## src/rtl/fetch_server.sv

```systemverilog
// Instruction-fetch stage: pc, instruction memory, stall/redirect, HALT and fault handling.
// Optional FETCH_PERF_EN adds saturating fetch/bubble/redirect counters.
module fetch_server #(
  parameter int unsigned     XLEN       = 32,
  parameter int unsigned     IMEM_DEPTH = 64,
  parameter logic [XLEN-1:0] RESET_PC   = '0,
  parameter bit              BYTE_ADDR  = 1'b0,
  parameter string           INIT_FILE  = ""
) (
  input  logic                          clk,
  input  logic                          rst,
  input  logic                          hlt,
  input  logic                          stall,
  input  logic                          redirect_valid,
  input  logic [XLEN-1:0]               redirect_pc,
  input  logic                          imem_we,
  input  logic [$clog2(IMEM_DEPTH)-1:0] imem_waddr,
  input  logic [XLEN-1:0]               imem_wdata,
  output logic [XLEN-1:0]               instruction,
  output logic [XLEN-1:0]               pc,
  output logic [XLEN-1:0]               next_pc,
  output logic                          inst_valid,
  output logic                          bubble,
  output logic                          halted,
  output logic                          fault
`ifdef FETCH_PERF_EN
  ,
  output logic [31:0]                   perf_fetched,
  output logic [31:0]                   perf_bubbles,
  output logic [31:0]                   perf_redirects
`endif
);

  localparam int unsigned     AW   = $clog2(IMEM_DEPTH);
  localparam logic [XLEN-1:0] STEP = BYTE_ADDR ? XLEN'(4) : XLEN'(1);
  localparam logic [XLEN-1:0] NOP  = XLEN'(32'h0000_0013);

  typedef enum logic [1:0] {S_RUN, S_STALL, S_HALT, S_FAULT} state_t;

  state_t            r_state, w_state;
  logic [XLEN-1:0]   r_pc, w_pc;
  logic [XLEN-1:0]   r_next_pc, w_next_pc;
  logic              r_bubble, w_bubble;
  logic              r_boot, w_boot;
  logic [XLEN-1:0]   r_mem [IMEM_DEPTH];
  logic [AW-1:0]     w_rd_idx;
  logic [XLEN-1:0]   w_mem_word;
  logic [XLEN-1:0]   w_target;
  logic              w_move;
  logic              w_halt_op;

  function automatic logic [XLEN-1:0] word_idx(input logic [XLEN-1:0] a);
    return BYTE_ADDR ? (a >> 2) : a;
  endfunction

  function automatic logic addr_legal(input logic [XLEN-1:0] a);
    return (word_idx(a) < XLEN'(IMEM_DEPTH)) && !(BYTE_ADDR && (a[1:0] != 2'b00));
  endfunction

  assign w_rd_idx   = AW'(word_idx(r_pc));
  assign w_mem_word = r_mem[w_rd_idx];
  assign w_halt_op  = (w_mem_word[6:0] == 7'h7F);

  assign instruction = (r_state == S_FAULT) ? NOP : w_mem_word;
  assign pc          = r_pc;
  assign next_pc     = r_next_pc;
  assign bubble      = r_bubble;
  assign halted      = (r_state == S_HALT);
  assign fault       = (r_state == S_FAULT);
  assign inst_valid  = (r_state == S_RUN) && !r_bubble;

  // Program load: only while in reset or parked in HALT.
  always_ff @(posedge clk) begin
    if (imem_we && (rst || (r_state == S_HALT && !hlt)) && (32'(imem_waddr) < IMEM_DEPTH))
      r_mem[imem_waddr] <= imem_wdata;
  end

  always_ff @(posedge clk) begin
    if (rst) begin
      r_state   <= S_RUN;
      r_pc      <= RESET_PC;
      r_next_pc <= RESET_PC + STEP;
      r_bubble  <= 1'b1;
      r_boot    <= 1'b1;
    end else begin
      r_state   <= w_state;
      r_pc      <= w_pc;
      r_next_pc <= w_next_pc;
      r_bubble  <= w_bubble;
      r_boot    <= w_boot;
    end
  end

  // r_boot marks the post-reset bubble: it is cleared without advancing pc,
  // whereas the stall-recovery bubble advances pc on the following edge.
  always_comb begin
    w_state   = r_state;
    w_pc      = r_pc;
    w_next_pc = r_next_pc;
    w_bubble  = r_bubble;
    w_boot    = r_boot;
    w_target  = '0;
    w_move    = 1'b0;
    if (!hlt) begin
      case (r_state)
        S_RUN: begin
          if (redirect_valid) begin
            w_target = redirect_pc;
            w_move   = 1'b1;
            w_boot   = 1'b0;
          end else if (stall) begin
            w_state  = S_STALL;
            w_bubble = 1'b1;
          end else if (r_boot) begin
            w_boot   = 1'b0;
            w_bubble = 1'b0;
          end else if (!r_bubble && w_halt_op) begin
            w_state = S_HALT;
          end else begin
            w_target = r_pc + STEP;
            w_move   = 1'b1;
          end
        end
        S_STALL: begin
          if (redirect_valid) begin
            w_target = redirect_pc;
            w_move   = 1'b1;
            w_boot   = 1'b0;
          end else if (!stall) begin
            w_state  = S_RUN;
            w_bubble = 1'b1;
          end
        end
        default: ;
      endcase
      if (w_move) begin
        w_pc      = w_target;
        w_next_pc = w_target + STEP;
        if (addr_legal(w_target)) begin
          w_state  = S_RUN;
          w_bubble = 1'b0;
        end else begin
          w_state  = S_FAULT;
          w_bubble = 1'b1;
        end
      end
    end
  end

`ifdef FETCH_PERF_EN
  logic        w_active;
  logic [31:0] r_perf_fetched, r_perf_bubbles, r_perf_redirects;

  assign w_active       = (r_state == S_RUN) || (r_state == S_STALL);
  assign perf_fetched   = r_perf_fetched;
  assign perf_bubbles   = r_perf_bubbles;
  assign perf_redirects = r_perf_redirects;

  always_ff @(posedge clk) begin
    if (rst) begin
      r_perf_fetched   <= '0;
      r_perf_bubbles   <= '0;
      r_perf_redirects <= '0;
    end else if (!hlt) begin
      if (inst_valid && (r_perf_fetched != '1))
        r_perf_fetched <= r_perf_fetched + 32'd1;
      if (r_bubble && w_active && (r_perf_bubbles != '1))
        r_perf_bubbles <= r_perf_bubbles + 32'd1;
      if (redirect_valid && w_active && (r_perf_redirects != '1))
        r_perf_redirects <= r_perf_redirects + 32'd1;
    end
  end
`endif

endmodule

```

## config.mk

```make
export PLATFORM = sky130hd
export DESIGN_NAME = fetch_server
export DESIGN_NICKNAME = d
export VERILOG_FILES = /design/src/rtl/fetch_server.sv
export SDC_FILE = /design/constraint.sdc
export NUM_CORES = 2
export LEC_CHECK = 0
export ABC_AREA = 1
export CORE_ASPECT_RATIO = 1.5
export CORE_MARGIN = 3
export CORE_UTILIZATION = 38
export DETAILED_ROUTE_END_ITERATION = 6
export MAX_ROUTING_LAYER = met4
export RECOVER_POWER = 100
export SYNTH_ARGS = -nofsm -noshare
export SYNTH_HDL_FRONTEND = slang
export SYNTH_SLANG_ARGS = --single-unit
```

## constraint.sdc

```tcl
create_clock -name clk -period 7.6 [get_ports clk]
set_clock_uncertainty 0.1 [all_clocks]
set_input_delay 1.52 -clock clk [delete_from_list [all_inputs] [get_ports clk]]
set_output_delay 1.52 -clock clk [all_outputs]
set_load 0.01 [all_outputs]
```

==> results.py <==
metrics = {
    "outcome": {
        "run_status": "finished with violations",
        "violations": "capacitance limit, slew limit",
    },
    "cts": {
        "post_cts.resized_instances": 0,
        "cts-root-to-sink-buffers": 4,
        "clock_sinks": 2122,
        "cts_max_level": 4,
        "cts.reportedPaths.clkPinSlew_ns": 0.06,
        "tritoncts": "built",
        "skew_pair_late_insertion_delay_ns": 0.88,
        "postCtsHoldBufs": 0,
        "cts-buffers-inserted": 199,
        "post_cts.repair.setup_buffers": 0,
        "ctsRootBufferMaster": "sky130_fd_sc_hd__clkbuf_16",
    },
    "timing": {
        "tns_ns": 0,
        "worst_slew_pin_slew_ns": 3.179,
        "fin_crit_ns": 7.213,
        "clock.fmax_ghz": 0.1386,
        "rsz0062_at_grt": "no",
        "maxSlewViolCount": 2390,
        "final_min_period_over_clock_period": 0.9491,
        "final-hold-violation-count": 0,
        "final-setup-viol-count": 0,
        "timing.hold.ws_ns": 0.3672,
        "max_slew_margin": -1.120,
    },
    "layout": {
        "instances_no_fill": 9996,
        "area_growth_syn_to_layout_pct": 13.44,
        "drive_above_1_share": 0.07219,
        "layout.filler_cells": 19979,
        "num-nets-final": 7024,
        "stdcell_area_um2": 96610,
    },
    "floorplanning": {
        "overall_die_height_um": 585.8,
        "floorplan.initialDensity": 0.3827,
        "placement_rows": 212,
        "die_area_um2": 229900,
        "die_w_um": 392.5,
        "design.portCount": 176,
        "floorplan.core_area_um2": 222500,
    },
    "power": {
        "seq_power_share": 0.513,
        "p_switching_mw": 6.113,
        "switching_share": 0.2417,
        "clock_power_share": 0.394,
        "pwr-share-comb": 0.093,
        "ir_drop_uv": 191.5,
        "power_leakage_nw": 31.41,
        "power_density_nw_per_um2": 261.7,
        "int_pwr_mw": 19.17,
    },
    "yosys": {
        "synth.cell_area_um2": 85160,
        "post_synth_inst_count": 6877,
        "synthesis.nets": 6955,
        "ys.flop_type": "sky130_fd_sc_hd__edfxtp_1",
        "netlist-cell-type-count": 50,
        "synth_seq_cells": 2122,
        "post_synth_main_area_contributors": "sky130_fd_sc_hd__edfxtp_1 (72%), sky130_fd_sc_hd__o21ai_0 (5.8%), sky130_fd_sc_hd__nor2_1 (5.1%)",
        "synth_top_cell_area_share": 0.7221,
        "syn_avg_cell_area_um2": 12.38,
        "post_synth_edffs": 2048,
        "synth.largest_area_cell": "sky130_fd_sc_hd__edfxtp_1",
        "ys_seq_area_frac": 0.7395,
        "synthArstFlopShare": 0,
        "number_of_synthesis_warnings": 0,
    },
    "worst_setup_path": {
        "worstSetupStartpoint": "rst",
        "critPathMaxFanout": 36,
        "ff2ff_setup_slack_ns": 0.71,
        "critical_path.endpoint_type": "flip-flop",
        "setup.worst_path.class": "primary input to flip-flop",
        "critical_path_required_ns": 7.93,
        "worstRegToRegCells": 24,
        "regToRegEndpoint": "next_pc[18]",
        "kind_of_launch_point_of_the_worst_setup_path": "primary input",
        "worstPathArrival_ns": 7.54,
    },
    "placed_design": {
        "place.gp.congestion": 0.8748,
        "postPlaceCellArea_um2": 90480,
        "port_buffers": 175,
        "detailedPlacementHpwl_um": 145400,
        "number_of_cells_in_the_design_after_placement": 9634,
    },
    "drt": {
        "met2_length_um": 130100,
        "post_drt_wl_per_cell_um": 26.29,
        "postRouteAntennaNets": 0,
        "detailedRoute.firstPassIterationCount": 6,
        "uppermost_signal_routing_layer_after_detailed_routing": "met4",
        "post-route-drc-count": 0,
        "dr_total_vias": 57851,
        "met3WireLength_um": 20810,
        "met1Wirelength_um": 101000,
        "vias_per_cell": 5.787,
        "routed_wl_um": 262800,
        "dr.first_iter.drc_count": 6600,
    },
    "global_route": {
        "first_global_vias": 55717,
        "grt_pass1_wl_um": 378700,
        "track_usage": 0.2292,
        "global_route.overflow_total": 0,
        "largest_net_degree_at_the_start_of_global_routing": 223,
        "antenna_found_initial": 21,
    },
    "worst_hold_path": {
        "timing.hold.worst.class": "flip-flop to flip-flop",
        "hold-path-endpoint": "next_pc[7]",
        "holdCritStartpoint": "next_pc[7]",
        "worst_hold_path.num_cells": 2,
    },
    "job": {
        "cap_violations": 40,
    },
}
## state kept, by name (all words and copies together), names as in the netlist, named ones only
register  count
r_mem      2048
pc           32
next_pc      32
r_boot        1
r_state       2
bubble        1
## worst max-delay path, stage by stage
cell and delay (ns):
sky130_fd_sc_hd__clkdlybuf4s50_1 0.46, sky130_fd_sc_hd__clkbuf_1 1.38, sky130_fd_sc_hd__clkinv_1 0.20, sky130_fd_sc_hd__clkbuf_1 0.76
sky130_fd_sc_hd__a21boi_0 1.37, sky130_fd_sc_hd__nand4_1 0.19, sky130_fd_sc_hd__buf_4 0.31, sky130_fd_sc_hd__nor2_4 0.09
sky130_fd_sc_hd__buf_2 1.15
## cell usage in the layout, fill, tap and decap left out, drive strengths merged, types with 3 or more instances in the layout
cell type	instances
nor3	22
a21oi	78
nand3b	16
clkbuf	314
clkinvlp	3
diode	15
o21bai	7
clkinv	73
nor2	1161
edfxtp	2048
nand2	792
o31ai	6
buf	132
o32ai	10
a311oi	13
xnor2	7
nand4	22
inv	88
a221oi	3
bufinv	22
a211oi	12
xor2	23
clkdlybuf4s50	56
dfxtp	74
o21ai	1004
nand3	523
a31oi	12
o221ai	82
dlygate4sd3	87
o211ai	15
o22ai	371
## metal layers
metal | up-vias | global-route usage
li1 | 25442 | -
met1 | 29077 | 0.2825
met2 | 2735 | 0.3818
met3 | 597 | 0.03397
met4 | 0 | 0.08865
met5 | - | -
## how the worst max path moves through the flow
stage	end	slack, ns	cells after the start
after floorplan	r_mem[0][0]	3.06	5
after global placement	instruction[23]	1.71	10
after detailed placement	instruction[30]	1.79	11
after CTS	instruction[30]	0.84	11
after global routing	r_mem[37][1]	0.23	10
final	r_mem[60][12]	0.39	9
## cell usage after synthesis, types with 7 or more instances
cell                       count
sky130_fd_sc_hd__a311oi_1     13
sky130_fd_sc_hd__o211ai_1     15
sky130_fd_sc_hd__o32ai_1      10
sky130_fd_sc_hd__buf_1        15
sky130_fd_sc_hd__a21oi_1      78
sky130_fd_sc_hd__dfxtp_1      74
sky130_fd_sc_hd__nand3_1     520
sky130_fd_sc_hd__edfxtp_1   2048
sky130_fd_sc_hd__a211oi_1     12
sky130_fd_sc_hd__nand4_1      22
sky130_fd_sc_hd__xor2_1       23
sky130_fd_sc_hd__nor2_2       11
sky130_fd_sc_hd__o21ai_0     995
sky130_fd_sc_hd__nand3b_1     16
sky130_fd_sc_hd__nand2_1     788
sky130_fd_sc_hd__o21bai_1      7
sky130_fd_sc_hd__buf_6        14
sky130_fd_sc_hd__o221ai_1     82
sky130_fd_sc_hd__nor2_1     1150
sky130_fd_sc_hd__buf_4         8
sky130_fd_sc_hd__o22ai_1     371
sky130_fd_sc_hd__inv_1        76
sky130_fd_sc_hd__xnor2_1       7
sky130_fd_sc_hd__a31oi_1      12
sky130_fd_sc_hd__clkbuf_1    370
sky130_fd_sc_hd__buf_2        68
sky130_fd_sc_hd__nor3_1       18
## power by group through the flow
stage	clock network [mW]	registers [mW]	logic [mW]
3_5_place_dp	0	13.2	2.37
3_3_place_gp	0	13.2	2.35
5_1_grt	10.5	13.0	2.56
2_1_floorplan	0	13.2	1.31
6_report	9.96	13.0	2.36
4_1_cts	10.1	13.0	2.38
## kinds of logic after synthesis
kind of cell	synth area share
xor gates and xnor gates	0.003085
buffers and inverters	0.02733
adders and majority gates	0.0002938
DFF	0.7395
AOI/OAI and AO/OA	0.1073
and+or+nand+nor	0.1224
## area by class of cell
type	count	area, um2	share of cell area
Clock buffer	246	5199	0.05381
Multi-Input combinational cell	4195	20250	0.2096
Tap cell	2889	3615	0.03742
Sequential cell	2122	63000	0.6521
Timing Repair Buffer	343	2982	0.03086
Clock inverter	101	1155	0.01195
Antenna cell	15	37.54	0.0003885
Inverter	85	365.4	0.003782
## metrics by stage
step / setup WS [ns] / total power, mW / util
floorplan: 3.060 / 14.48 / -
global placement: 1.706 / 15.55 / 0.4066
detailed placement: 1.788 / 15.58 / 0.4066
CTS: 0.8432 / 25.42 / 0.4351
global route: 0.2310 / 26.06 / 0.4340
finish: 0.3866 / 25.29 / 0.4341
No activity file was read; power rests on OpenSTA's default activity.
